===== config.mk =====
export PLATFORM = sky130hd
export DESIGN_NAME = risc_ctrl_fsm
export DESIGN_NICKNAME = d
export VERILOG_FILES = /design/src/rtl/risc_ctrl_pkg.sv /design/src/rtl/mem_wait_timer.sv /design/src/rtl/risc_ctrl_fsm.sv
export SDC_FILE = /design/constraint.sdc
export NUM_CORES = 1
export LEC_CHECK = 0
export CELL_PAD_IN_SITES_DETAIL_PLACEMENT = 1
export CELL_PAD_IN_SITES_GLOBAL_PLACEMENT = 1
export CORE_MARGIN = 1
export CORE_UTILIZATION = 33
export CTS_CLUSTER_SIZE = 8
export DETAILED_ROUTE_END_ITERATION = 10
export PLACE_DENSITY_LB_ADDON = 0.1
export SETUP_SLACK_MARGIN = 0.5
export SYNTH_ARGS = -nofsm -noshare
export SYNTH_HDL_FRONTEND = slang
export SYNTH_SLANG_ARGS = --single-unit
export TNS_END_PERCENT = 30

===== constraint.sdc =====
create_clock -name clk -period 1.4 [get_ports clk]
set_input_delay 0.14 -clock clk [delete_from_list [all_inputs] [get_ports clk]]
set_output_delay 0.14 -clock clk [all_outputs]
set_load 0.01 [all_outputs]

===== src/rtl/risc_ctrl_pkg.sv =====
// Shared definitions for the Simple RISC Machine controller: FSM state
// encoding, instruction classes, opcode/op field values, memory command codes
// and one-hot bit positions for the writeback and register-field selects.
package risc_ctrl_pkg;

  typedef enum logic [4:0] {
    S_RST, S_WAIT, S_IF1, S_IF2, S_UPD_PC, S_DECODE, S_WR_IMM,
    S_GET_A, S_GET_B, S_EXEC, S_WR_REG,
    S_ADDR, S_LD_ADDR, S_MEM_RD, S_WR_MEM, S_GET_D, S_EXEC_D, S_MEM_WR,
    S_HALT
  } state_t;

  typedef enum logic [2:0] {
    INS_MOV_IMM, INS_MOV_REG, INS_ALU, INS_CMP, INS_MVN, INS_LDR, INS_STR
  } ins_t;

  localparam logic [2:0] OPC_MOV  = 3'b110;
  localparam logic [2:0] OPC_ALU  = 3'b101;
  localparam logic [2:0] OPC_LDR  = 3'b011;
  localparam logic [2:0] OPC_STR  = 3'b100;
  localparam logic [2:0] OPC_HALT = 3'b111;

  localparam logic [1:0] OP_MOV_REG = 2'b00;
  localparam logic [1:0] OP_MOV_IMM = 2'b10;
  localparam logic [1:0] OP_CMP     = 2'b01;
  localparam logic [1:0] OP_MVN     = 2'b11;
  localparam logic [1:0] OP_MEM     = 2'b00;

  localparam logic [1:0] MEM_NONE  = 2'b00;
  localparam logic [1:0] MEM_READ  = 2'b01;
  localparam logic [1:0] MEM_WRITE = 2'b10;

  localparam int VSEL_C      = 0;
  localparam int VSEL_PC     = 1;
  localparam int VSEL_SXIMM8 = 2;
  localparam int VSEL_MDATA  = 3;

  localparam int NSEL_RM = 0;
  localparam int NSEL_RD = 1;
  localparam int NSEL_RN = 2;

  // stop=1 sends DECODE to HALT; legal=0 additionally raises err.
  typedef struct packed {
    logic legal;
    logic stop;
    ins_t ins;
  } dec_t;

  function automatic dec_t decode_ir(input logic [2:0] opcode, input logic [1:0] op);
    dec_t res;
    res.legal = 1'b0;
    res.stop  = 1'b1;
    res.ins   = INS_ALU;
    case (opcode)
      OPC_MOV: begin
        if (op == OP_MOV_IMM) begin
          res = '{legal: 1'b1, stop: 1'b0, ins: INS_MOV_IMM};
        end else if (op == OP_MOV_REG) begin
          res = '{legal: 1'b1, stop: 1'b0, ins: INS_MOV_REG};
        end
      end
      OPC_ALU: begin
        res.legal = 1'b1;
        res.stop  = 1'b0;
        if (op == OP_CMP)      res.ins = INS_CMP;
        else if (op == OP_MVN) res.ins = INS_MVN;
        else                   res.ins = INS_ALU;
      end
      OPC_LDR:  if (op == OP_MEM) res = '{legal: 1'b1, stop: 1'b0, ins: INS_LDR};
      OPC_STR:  if (op == OP_MEM) res = '{legal: 1'b1, stop: 1'b0, ins: INS_STR};
      OPC_HALT: res.legal = 1'b1;
      default:  res.legal = 1'b0;
    endcase
    return res;
  endfunction

endpackage


===== src/rtl/mem_wait_timer.sv =====
// Memory wait-state watchdog, shared by every handshake state.
// Ports:
//   clk, reset  clock, asynchronous active-low reset
//   active      controller is in a state waiting on mem_ready
//   ready       memory completes the access this cycle
//   expired     this is the LIMIT-th consecutive not-ready cycle (trap now)
// LIMIT=0 disables the trap.
module mem_wait_timer #(
  parameter int LIMIT = 15
) (
  input  logic clk,
  input  logic reset,
  input  logic active,
  input  logic ready,
  output logic expired
);

  localparam int CW = (LIMIT > 1) ? $clog2(LIMIT) : 1;

  // Down-counter of remaining not-ready cycles; 0 means unarmed, so the first
  // stalled cycle of an access loads LIMIT-1 and terminal count is 1.
  logic [CW-1:0] rem_q, rem_d;

  always_comb begin
    rem_d   = '0;
    expired = 1'b0;
    if (LIMIT != 0 && active && !ready) begin
      if (rem_q == CW'(1) || (rem_q == '0 && LIMIT == 1)) begin
        expired = 1'b1;
      end else if (rem_q == '0) begin
        rem_d = CW'(LIMIT - 1);
      end else begin
        rem_d = rem_q - 1'b1;
      end
    end
  end

  always_ff @(posedge clk or negedge reset) begin
    if (!reset) rem_q <= '0;
    else        rem_q <= rem_d;
  end

endmodule


===== src/rtl/risc_ctrl_fsm.sv =====
// Moore sequencing controller for the Simple RISC Machine datapath: fetch,
// decode, ALU/MOV execute, LDR/STR with ready/valid memory, HALT and traps.
// Ports:
//   clk, reset                  clock, asynchronous active-low reset
//   s                           start pulse (AUTO_FETCH=0 only)
//   opcode, op                  IR[15:13], IR[12:11]
//   mem_ready                   memory completes the current mem_cmd
//   loada..loads, asel, bsel    datapath enables / ALU operand selects
//   vsel, nsel, write           writeback mux, register-field select, RF write
//   load_ir, load_pc, reset_pc, addr_sel, load_addr   fetch/address controls
//   mem_cmd                     00 none, 01 read, 10 write
//   w, halted, err              waiting for s, in HALT, sticky trap flag
//
// state     | meaning
// RST       | reset PC
// WAIT      | idle until s (legacy mode)
// IF1/IF2   | instruction read issue / wait for mem_ready, load IR
// UPD_PC    | PC increment
// DECODE    | dispatch on {opcode,op}, latch instruction class
// WR_IMM    | Rn <= sximm8
// GET_A/B   | load A from Rn / B from Rm
// EXEC      | ALU into C (or status for CMP)
// WR_REG    | Rd <= C
// ADDR      | C <= Rn + sximm5
// LD_ADDR   | address register <= C
// MEM_RD    | data read, wait for mem_ready
// WR_MEM    | Rd <= mdata
// GET_D     | B <= Rd (store data)
// EXEC_D    | C <= B
// MEM_WR    | data write, wait for mem_ready
// HALT      | absorbing stop
module risc_ctrl_fsm
  import risc_ctrl_pkg::*;
#(
  parameter int AUTO_FETCH  = 1,
  parameter int VSEL_W      = 4,
  parameter int NSEL_W      = 3,
  parameter int MEM_TIMEOUT = 15
) (
  input  logic              clk,
  input  logic              reset,
  input  logic              s,
  input  logic [2:0]        opcode,
  input  logic [1:0]        op,
  input  logic              mem_ready,
  output logic              loada,
  output logic              loadb,
  output logic              loadc,
  output logic              loads,
  output logic              asel,
  output logic              bsel,
  output logic [VSEL_W-1:0] vsel,
  output logic [NSEL_W-1:0] nsel,
  output logic              write,
  output logic              load_ir,
  output logic              load_pc,
  output logic              reset_pc,
  output logic              addr_sel,
  output logic              load_addr,
  output logic [1:0]        mem_cmd,
  output logic              w,
  output logic              halted,
  output logic              err
);

  localparam state_t END_STATE = (AUTO_FETCH != 0) ? S_IF1 : S_WAIT;

  state_t state_q, state_d;
  ins_t   ins_q, ins_d;
  logic   err_q, err_d;
  logic   in_wait, tmo;
  dec_t   dec;

  assign in_wait = (state_q == S_IF2) || (state_q == S_MEM_RD) || (state_q == S_MEM_WR);
  assign dec     = decode_ir(opcode, op);

  mem_wait_timer #(.LIMIT(MEM_TIMEOUT)) u_timer (
    .clk     (clk),
    .reset   (reset),
    .active  (in_wait),
    .ready   (mem_ready),
    .expired (tmo)
  );

  always_comb begin
    state_d = state_q;
    ins_d   = ins_q;
    err_d   = err_q;
    case (state_q)
      S_RST:    state_d = (AUTO_FETCH != 0) ? S_IF1 : S_WAIT;
      S_WAIT:   if (s) state_d = S_DECODE;
      S_IF1:    state_d = S_IF2;
      S_IF2: begin
        if (mem_ready) state_d = S_UPD_PC;
        else if (tmo) begin
          state_d = S_HALT;
          err_d   = 1'b1;
        end
      end
      S_UPD_PC: state_d = S_DECODE;
      S_DECODE: begin
        ins_d = dec.ins;
        if (dec.stop) begin
          state_d = S_HALT;
          err_d   = err_q | ~dec.legal;
        end else begin
          case (dec.ins)
            INS_MOV_IMM:          state_d = S_WR_IMM;
            INS_MOV_REG, INS_MVN: state_d = S_GET_B;
            default:              state_d = S_GET_A;
          endcase
        end
      end
      S_WR_IMM, S_WR_REG, S_WR_MEM: state_d = END_STATE;
      S_GET_A:   state_d = (ins_q == INS_LDR || ins_q == INS_STR) ? S_ADDR : S_GET_B;
      S_GET_B:   state_d = S_EXEC;
      S_EXEC:    state_d = (ins_q == INS_CMP) ? END_STATE : S_WR_REG;
      S_ADDR:    state_d = S_LD_ADDR;
      S_LD_ADDR: state_d = (ins_q == INS_LDR) ? S_MEM_RD : S_GET_D;
      S_MEM_RD: begin
        if (mem_ready) state_d = S_WR_MEM;
        else if (tmo) begin
          state_d = S_HALT;
          err_d   = 1'b1;
        end
      end
      S_GET_D:  state_d = S_EXEC_D;
      S_EXEC_D: state_d = S_MEM_WR;
      S_MEM_WR: begin
        if (mem_ready) state_d = END_STATE;
        else if (tmo) begin
          state_d = S_HALT;
          err_d   = 1'b1;
        end
      end
      S_HALT:  state_d = S_HALT;
      default: state_d = S_RST;
    endcase
  end

  always_ff @(posedge clk or negedge reset) begin
    if (!reset) begin
      state_q <= S_RST;
      ins_q   <= INS_ALU;
      err_q   <= 1'b0;
    end else begin
      state_q <= state_d;
      ins_q   <= ins_d;
      err_q   <= err_d;
    end
  end

  always_comb begin
    loada     = 1'b0;
    loadb     = 1'b0;
    loadc     = 1'b0;
    loads     = 1'b0;
    asel      = 1'b0;
    bsel      = 1'b0;
    vsel      = '0;
    nsel      = '0;
    write     = 1'b0;
    load_ir   = 1'b0;
    load_pc   = 1'b0;
    reset_pc  = 1'b0;
    addr_sel  = 1'b0;
    load_addr = 1'b0;
    mem_cmd   = MEM_NONE;
    w         = 1'b0;
    halted    = 1'b0;
    case (state_q)
      S_RST: begin
        reset_pc = 1'b1;
        load_pc  = 1'b1;
      end
      S_WAIT: w = 1'b1;
      S_IF1: begin
        addr_sel = 1'b1;
        mem_cmd  = MEM_READ;
      end
      S_IF2: begin
        addr_sel = 1'b1;
        mem_cmd  = MEM_READ;
        load_ir  = mem_ready;
      end
      S_UPD_PC: load_pc = 1'b1;
      S_WR_IMM: begin
        nsel[NSEL_RN]     = 1'b1;
        vsel[VSEL_SXIMM8] = 1'b1;
        write             = 1'b1;
      end
      S_GET_A: begin
        nsel[NSEL_RN] = 1'b1;
        loada         = 1'b1;
      end
      S_GET_B: begin
        nsel[NSEL_RM] = 1'b1;
        loadb         = 1'b1;
      end
      S_EXEC: begin
        asel  = (ins_q == INS_MOV_REG) || (ins_q == INS_MVN);
        loadc = (ins_q != INS_CMP);
        loads = (ins_q == INS_CMP);
      end
      S_WR_REG: begin
        nsel[NSEL_RD] = 1'b1;
        vsel[VSEL_C]  = 1'b1;
        write         = 1'b1;
      end
      S_ADDR: begin
        bsel  = 1'b1;
        loadc = 1'b1;
      end
      S_LD_ADDR: load_addr = 1'b1;
      S_MEM_RD:  mem_cmd   = MEM_READ;
      S_WR_MEM: begin
        nsel[NSEL_RD]    = 1'b1;
        vsel[VSEL_MDATA] = 1'b1;
        write            = 1'b1;
      end
      S_GET_D: begin
        nsel[NSEL_RD] = 1'b1;
        loadb         = 1'b1;
      end
      S_EXEC_D: begin
        asel  = 1'b1;
        loadc = 1'b1;
      end
      S_MEM_WR: mem_cmd = MEM_WRITE;
      S_HALT:   halted  = 1'b1;
      default:  halted  = 1'b0;
    endcase
    err = err_q;
  end

endmodule


; ---- Yosys cells after proc, flatten, opt, wreduce, memory -nomap -nowiden
; Index checks and enable logic that the tools add are counted.
[classes]
add_sub_neg = 1
bitwise_logic = 2
n_eq_ne = 39
reduce_logical = 24
n_mux = 49
[ops]
columns = cell, count
row1 = 5-bit one-hot mux with 16 select lines, 1
row2 = 5-bit 2-to-1 mux, 10
row3 = 5-bit by 4-bit equality test with 1-bit output (second input constant), 8
row4 = 3-bit equality test (second input constant), 8
row5 = 1-bit 2-to-1 mux, 23
row6 = 5-bit by 3-bit equality test with 1-bit output (second input constant), 4
row7 = 4-bit 2-to-1 mux, 4
row8 = 4-bit one-hot mux with 4 select lines, 1
row9 = 5-bit equality test (second input constant), 3
row10 = 2-bit OR reduction, 7
row11 = 3-bit OR reduction, 4
row12 = 5-bit by 2-bit equality test with 1-bit output (second input constant), 2
row13 = 4-bit one-hot mux with 2 select lines, 1
row14 = 3-bit by 1-bit equality test with 1-bit output (second input constant), 2
row15 = 3-bit by 2-bit equality test with 1-bit output (second input constant), 2
row16 = 3-bit 2-to-1 mux, 2
row17 = 2-bit inequality test (second input constant), 3
row18 = 1-bit one-hot mux with 2 select lines, 3
row19 = 5-bit by 1-bit equality test with 1-bit output (second input constant), 1
row20 = 5-bit logical NOT, 1
row21 = 2-bit equality test (second input constant), 2
row22 = 4-bit by 1-bit equality test with 1-bit output (second input constant), 1
row23 = 4-bit logical NOT, 1
row24 = 1-bit logical OR, 4
row25 = other kinds (16), 17
[totals]
reg_bits = 13
input_bits = 9

; ---- Logic depth before layout (Yosys ltp)
[depth]
word_depth = 9
ltp_mapped = 7
ltp_nobuf = 6

; ---- Cells and area by module
; Synthesis repeated with hierarchy kept, for this count alone.
[unflattened]
cells_unflattened = 196
hier_area_um2 = 1417.6
[by_module_without_submodules]
columns = mod, seq_area_each_um2, instances, area_each_um2, cells_each
row1 = risc_ctrl_fsm, 226.5, 1, 1188.6, 174
row2 = mem_wait_timer, 100.1, 1, 229.0, 22

; ---- Worst setup path after synthesis
; No wires, ideal clock.
[synth_path]
kind = reg-to-reg
startpoint = register state_q[2]
endpoint = register u_timer.rem_q[0]
period_less_slack_ns = 1.633
t_required_ns = 1.313
t_arrival_ns = 1.547
slack_ns = -0.233
path_stages_with_launch = 6
cell_sequence = dfrtp_1 > buf_6 > nor4b_4 > o31ai_2 > or3_4 > a211oi_2
[synth_via]
elab_chain_cells = 5
elab_cells_between_ends = 7
cone_classes = eq/ne: 3 / mux: 1 / reduce/logical: 3
[synth_rtl]
columns = element, line_no
row1 = start: declaration, risc_ctrl_fsm.sv:68  ; state_t state_q, state_d;
row2 = start signal: assignment, risc_ctrl_fsm.sv:147  ; state_q <= state_d;
row3 = 5-bit by 2-bit equality test with 1-bit output or 5-bit by 4-bit equality test with 1-bit output (tied branches), risc_ctrl_fsm.sv:74  ; assign in_wait = (state_q == S_IF2) || (state_q == S_MEM_RD) || (state_q == S_MEM_WR);
row4 = 1-bit logical OR, risc_ctrl_fsm.sv:74
row5 = 1-bit logical OR *, risc_ctrl_fsm.sv:74
row6 = 1-bit logical AND *, mem_wait_timer.sv:27  ; if (LIMIT != 0 && active && !ready) begin
row7 = 4-bit 2-to-1 mux *, mem_wait_timer.sv:27
row8 = net u_timer.rem_d[0], mem_wait_timer.sv:22  ; logic [CW-1:0] rem_q, rem_d;
row9 = end signal: assignment, mem_wait_timer.sv:40  ; else rem_q <= rem_d;
row10 = end: declaration, mem_wait_timer.sv:22
; Mark *: on every way through the listed nets, which the timed path passes. The rest lies on a longest branch.
; A chain may end at the register's enable or synchronous reset.

; ---- Worst setup path after layout
[layout_path]
startpoint = register state_q[2]
endpoint = output port mem_cmd[0]
[layout_via]
elab_chain_cells = 3
elab_cells_between_ends = 6
cone_classes = eq/ne: 4 / mux: 1 / reduce/logical: 1
[layout_rtl]
columns = element, line_no
row1 = 5-bit by 2-bit equality test with 1-bit output or 5-bit by 4-bit equality test with 1-bit output (tied branches), risc_ctrl_fsm.sv:171  ; case (state_q)
row2 = 3-bit OR reduction (no source line), n/a
row3 = 2-bit one-hot mux with 2 select lines *, risc_ctrl_fsm.sv:171
row4 = end: declaration, risc_ctrl_fsm.sv:60  ; output logic [1:0] mem_cmd,
; Every way passes the cells marked *; elsewhere a longest branch is shown, timed or not.

==> results.md <==
* Layout cells sized above 1 at 50.35%
* Initial antenna violation count at 0
* All-Layer GR Usage at 28.54%
* WP buf/inv at 1
* Fin. max-slew vios at 0
* Worst-skew pair later-pin latency at 0.24 ns
* Iteration-0 DRC Markers at 94
* Routed Antenna Nets at 0
* Req. time, crit path at 1.26 ns
* Final hold violations at 0
* Clock sink count at 13
* RSZ-0062 raised after global routing: true
* Layout Utilization at 59.50%
* CP max-delay cell: or3b_2
* CP Max Fanout at 7
* Cell count after synthesis at 196
* Filler Cell Count at 508
* Leak pwr at 1.093 nW
* Row Count at 23
* Syn Nets at 207
* N_diodes at 0
* Die Y at 68.23 microns
* CTS Hold Bufs at 0
* Clk buf depth at 2
* Clk_skew at 0.001118 ns
* Via count at 1,931
* WL met3 at 242 microns
* Yosys cell types at 58
* Die ar. at 4655 sq um
* Startpoint type of the worst setup path: flip-flop
* Outcome: finished with violations
* Drc violations at 0
* DP Area at 2213 sq um
* Clock root buffer: clkbuf_8
* Period utilization at 127.5%
* Synth warn at 0
* CTS Buf Count at 3
* CTS tree: built
* Max_cap viols at 0
* Per-cell routed wire length at 19.15 microns
* Total wire length at 6397 microns
* Endpoints failing setup at 34
* Nets@finish at 296
* Hold WS at 0.2101 ns
* DP Wirelength at 4393 microns
* Final instance area at 2449 sq um
* Met2 WL post-DR at 3313 microns
* Failing checks: negative setup slack
* Post-Syn Area at 1448 sq um
* Peak Freq at 560.4 MHz
* Crit path DAT at 1.64 ns
* Worst ir drop on vdd at 0.7666 mV
* Port-buffer cells at 31
* First-pass GRT wire length at 9811 microns
* Crit end category: output port
* Post-route met1 wirelength at 2707 microns
* Crit-path max cell delay at 0.52 ns
* Post-synth EDFFs at 0
* Grt total ovfl at 0
* Routed vias/inst at 5.781
* Crit path kind: reg -> out
* Die Wd at 68.23 microns
* Crit path cell chain: or3b_2 -> a21oi_1 -> clkdlybuf4s15_2
* Avg Inst Size Synth at 7.386 sq um
* Power density over the cells at 1942 nW/um^2
* Layout area overhead at 69.14%
* DR top layer: met4
* Clk pin slew, worst setup/hold paths at 0.06 ns
* Register area share after synthesis at 22.56%
* Tmin final at 1.784 ns
* GP Congestion at 0.8639
* Htree depth at 1
* CP top delay family: simple AND/OR/NAND/NOR gates
* Core Area at 4115 sq um
* Vias in the first global route at 1,991
* Top_reg_cell synth: dfrtp_1
* Seq cells post-synth at 13
* TritonRoute pass-1 iters at 5
* Initial Util at 35.18%
* I/O Pins at 33
* Slack of the critical path at -0.3843 ns
* Largest net degree at the start of global routing at 15
* Async SR Flop Fraction at 100.0%
* Worst hold path type: in -> async
area by class of cell:
| cell class | count | area (sq um) | share of cell area [%] |
|---|---|---|---|
| Clock buffer | 4 | 45.04 | 1.840 |
| Inverter | 5 | 18.77 | 0.7665 |
| Multi-Input combinational cell | 157 | 1167 | 47.67 |
| Sequential cell | 13 | 332.8 | 13.59 |
| Tap cell | 50 | 62.56 | 2.555 |
| Timing Repair Buffer | 105 | 822.0 | 33.57 |
where the power goes:
part | switching [mW] | total (mW) | leakage [nW] | internal, mW
sequential | 0.285 | 0.831 | 0.159 | 0.546
clock | 0.143 | 0.344 | 0.0228 | 0.201
combinational | 1.73 | 3.58 | 0.911 | 1.85
total | 2.16 | 4.76 | 1.09 | 2.60
through the flow:
step | std cells | setup TNS, ns | worst slack, ns | total power [mW]
after detailed placement | 318 | -13.73 | -0.5424 | 3.794
after global routing | 334 | -11.05 | -0.4379 | 5.016
final | 334 | -9.160 | -0.3843 | 4.756
after global placement | 318 | -12.02 | -0.4657 | 3.654
after floorplan | 196 | -1.534 | -0.1618 | 2.275
after CTS | 331 | -8.535 | -0.3702 | 4.444
cells by family after synthesis:
group,share of synthesized area (%)
buffers and inverters,8.729
AOI/OAI and AO/OA,24.37
and+or+nand+nor,40.54
other,0.2590
adders and majority gates,1.728
DFF,22.56
xor gates and xnor gates,1.815
sequential cells by signal (all words and copies together) (netlist names):
| name | cells |
|---|---|
| state_q | 5 |
| u_timer.rem_q | 4 |
| ins_q | 3 |
| err | 1 |
cell usage after synthesis (3+ instances only):
cell type  instances  share of area, %
nor4b_1            4               2.4
nand3b_1           7               3.6
nor2b_1            3               1.3
inv_1              5               1.3
a21oi_1           16               5.5
o31ai_1            4               2.1
or3_1              6               2.6
nand3_1            5               1.7
nand2b_1           9               3.9
nor2_1            25               6.5
dfrtp_1           12                21
nor3_1            13               4.5
o21ai_0           11               3.8
clkbuf_1           8               2.1
nand2_1           10               2.6
buf_2              7               2.4
metal layers:
layer | vias up | track usage (%)
met4 | 0 | 5.729
met1 | 963 | 34.84
met5 | - | 0
met3 | 20 | 3.167
met2 | 62 | 53.06
li1 | 886 | -
repair_timing:
action | 4_1_cts | 5_1_grt
resized for setup | 114 | 21
buffers inserted | 8 | 3
gates cloned | 1 | 0
hold endpoints to repair | 0 | 0
setup endpoints to repair | 36 | 36
pin swaps | 13 | 7
placed cells by master, fill, tap and decap left out, drive strengths merged, types with 7 or more instances in the layout:
cell type / instances
buf: 92
clkdlybuf4s50: 8
nor2: 25
nor3: 13
or3: 7
nand2b: 9
dfrtp: 12
nand3b: 7
a21oi: 16
o21ai: 11
nand2: 10
worst paths after layout:
path                                   startpoint                    endpoint  slack, ns  cells after the start
min in group clk                  err$_DFFE_PN0P_             err$_DFFE_PN0P_       0.48                      1
min                                         reset  u_timer.rem_q[2]$_DFF_PN0_       0.21                      2
max reg2reg                state_q[3]$_DFFE_PN0P_      state_q[4]$_DFFE_PN0P_      -0.38                      6
min reg2reg                       err$_DFFE_PN0P_             err$_DFFE_PN0P_       0.48                      1
max                        state_q[2]$_DFFE_PN0P_                  mem_cmd[0]      -0.38                      3
max in group asynchronous                   reset        ins_q[1]$_DFFE_PN1P_       0.95                      2
No activity file was read; power rests on OpenSTA's default activity.
==> RTL change (same flow settings) <==
Change the parameter `NSEL_W` from 3 to 4.
--- a/src/rtl/risc_ctrl_fsm.sv
+++ b/src/rtl/risc_ctrl_fsm.sv
@@ -34,7 +34,7 @@
 #(
   parameter int AUTO_FETCH  = 1,
   parameter int VSEL_W      = 4,
-  parameter int NSEL_W      = 3,
+  parameter int NSEL_W      = 4,
   parameter int MEM_TIMEOUT = 15
 ) (
   input  logic              clk,
Interface: changed (resized nsel); port bits go from 33 to 34. No check against the original RTL was run, so the function may have changed too.
==> RTL change against the unedited design <==
- the flow still finishes with violations (negative setup slack)
- synthesized area up 0.52%
- power grew 12%
- core utilization increased by 2.9 points
- critical path depth increased by 4
- routed wire length up 18%
- design area is 4.9% higher
- sequential share of layout area down 0.64 points
- sequential cell count unchanged
- sequential power down 8.1%
- worst setup slack got worse by 110 ps
- critical path type is now flop to flop
==> RTL change: results (changes against the unedited design) <==
• **status** complete, but fails checks
• **violations in the final reports** negative setup slack
• **filler cell count in the final layout** 497, -2.2%
• **vias in the first global route** 1821, -8.5%
• **post-DP HPWL** 4.12 mm, -6.2%
• **global routing usage summed across all routing layers** 27.8%, -0.76 points
• **final routed wire length divided by cell count** 22.3 um, +16%
• **DRT iter0 DRCs** 110, +17%
• **minimum setup slack in the final design** -490 ps, -106 ps
• **Setup TNS Final** -11970 ps, -2810 ps
• **number of detailed-route iterations in the first pass** 4, -1
• **clock skew** 11.8 ps, +10.7 ps
• **met1 WL** 3.02 mm, +11%
• **worst-path fanout max** 5, -2
• **data arrival time at the worst-slack endpoint** 2030 ps, +390 ps
• **leakage** 1.14 nW, +4.6%
• **Ys Warns** 0, unchanged
• **final RePlAce weighted congestion** 0.857, -0.82%
• **overall via count from detail_route** 1970, +2.0%
• **count of nets after finishing** 300, +1.4%
• **Detail Route met2 WL** 3.83 mm, +16%
• **Post-Place Cell Area** 2150 um^2, -2.7%
• **worst IR drop on VDD** 0.766 mV, -0.13%
• **later-pin clock latency in the skew report** 270 ps, +30 ps
• **proportion of layout cells with a drive suffix above 1** 53.1%, +2.8 points
• **fraction of the yosys area taken by sequential cells** 22.4%, -0.12 points
• **maximum clock path buffer count** 2, unchanged
• **sum of met3 wire segment lengths after detailed routing** 314 um, +30%
• **final-report setup violation count** 35, +2.9%
• **global-route wire length before repair** 9.36 mm, -4.6%
• **largest net degree at the start of global routing** 17, +2
==> RTL change: power breakdown <==
part	leakage (nW)	total [mW]	internal [mW]	switching [mW]
clock	0.0228	0.378	0.203	0.175
combinational	0.961	4.19	2.14	2.05
sequential	0.159	0.764	0.546	0.218
total	1.14	5.33	2.89	2.44
==> RTL change: logic make-up after synthesis <==
group | Yosys count | synth area share [%]
DFF | 13 | 22.4
AOI/OAI and AO/OA | 52 | 24.2
and+or+nand+nor | 99 | 40.3
buffers and inverters | 27 | 9.20
other | 1 | 0.258
xor gates and xnor gates | 3 | 1.81
adders and majority gates | 2 | 1.72
==> RTL change: critical path: stages (launching register included) <==
cell and delay [ps]:
dfrtp_2 450, buf_6 140, buf_6 120, and4bb_2 250
o31ai_4 350, buf_6 170, nor2_4 40, a211o_1 240
==> RTL change: final timing paths <==
path	start	end	slack, ps	cells after the start
max in group asynchronous	reset	ins_q[1]	980	2
worst max-delay path	state_q[3]	err	-490	7
worst min-delay path	reset	state_q[0]	180	2
min in group clk	err	err	500	1
worst min register to register	err	err	500	1
worst max register to register	state_q[3]	err	-490	7
==> RTL change: routing by layer <==
layer	track usage, %	vias to the layer above
met3	2.50	28
met2	50.7	74
met4	14.1	0
met1	31.7	976
met5	0	-
li1	-	892
==> RTL change: cell type report <==
cell class	instances	area share, %
multi-input combinational	158	46.8
timing repair buffer	108	35.3
sequential	13	13.0
tap	50	2.44
clock buffer	4	1.75
inverter	5	0.731
==> RTL change: metrics by stage <==
stage	hold slack (ps)	std cells	utilization, %
global placement	456	309	52.4
global route	212	338	62.4
detailed placement	469	309	52.4
CTS	199	323	56.4
finish	180	338	62.4
floorplan	-156	198	-
==> RTL change: what timing repair did <==
action                                  4_1_cts  5_1_grt
resized for setup                           123       31
endpoints found under the setup margin       36       36
endpoints found under the hold margin         0        0
buffers inserted                             10       15
pin swaps                                    10       16
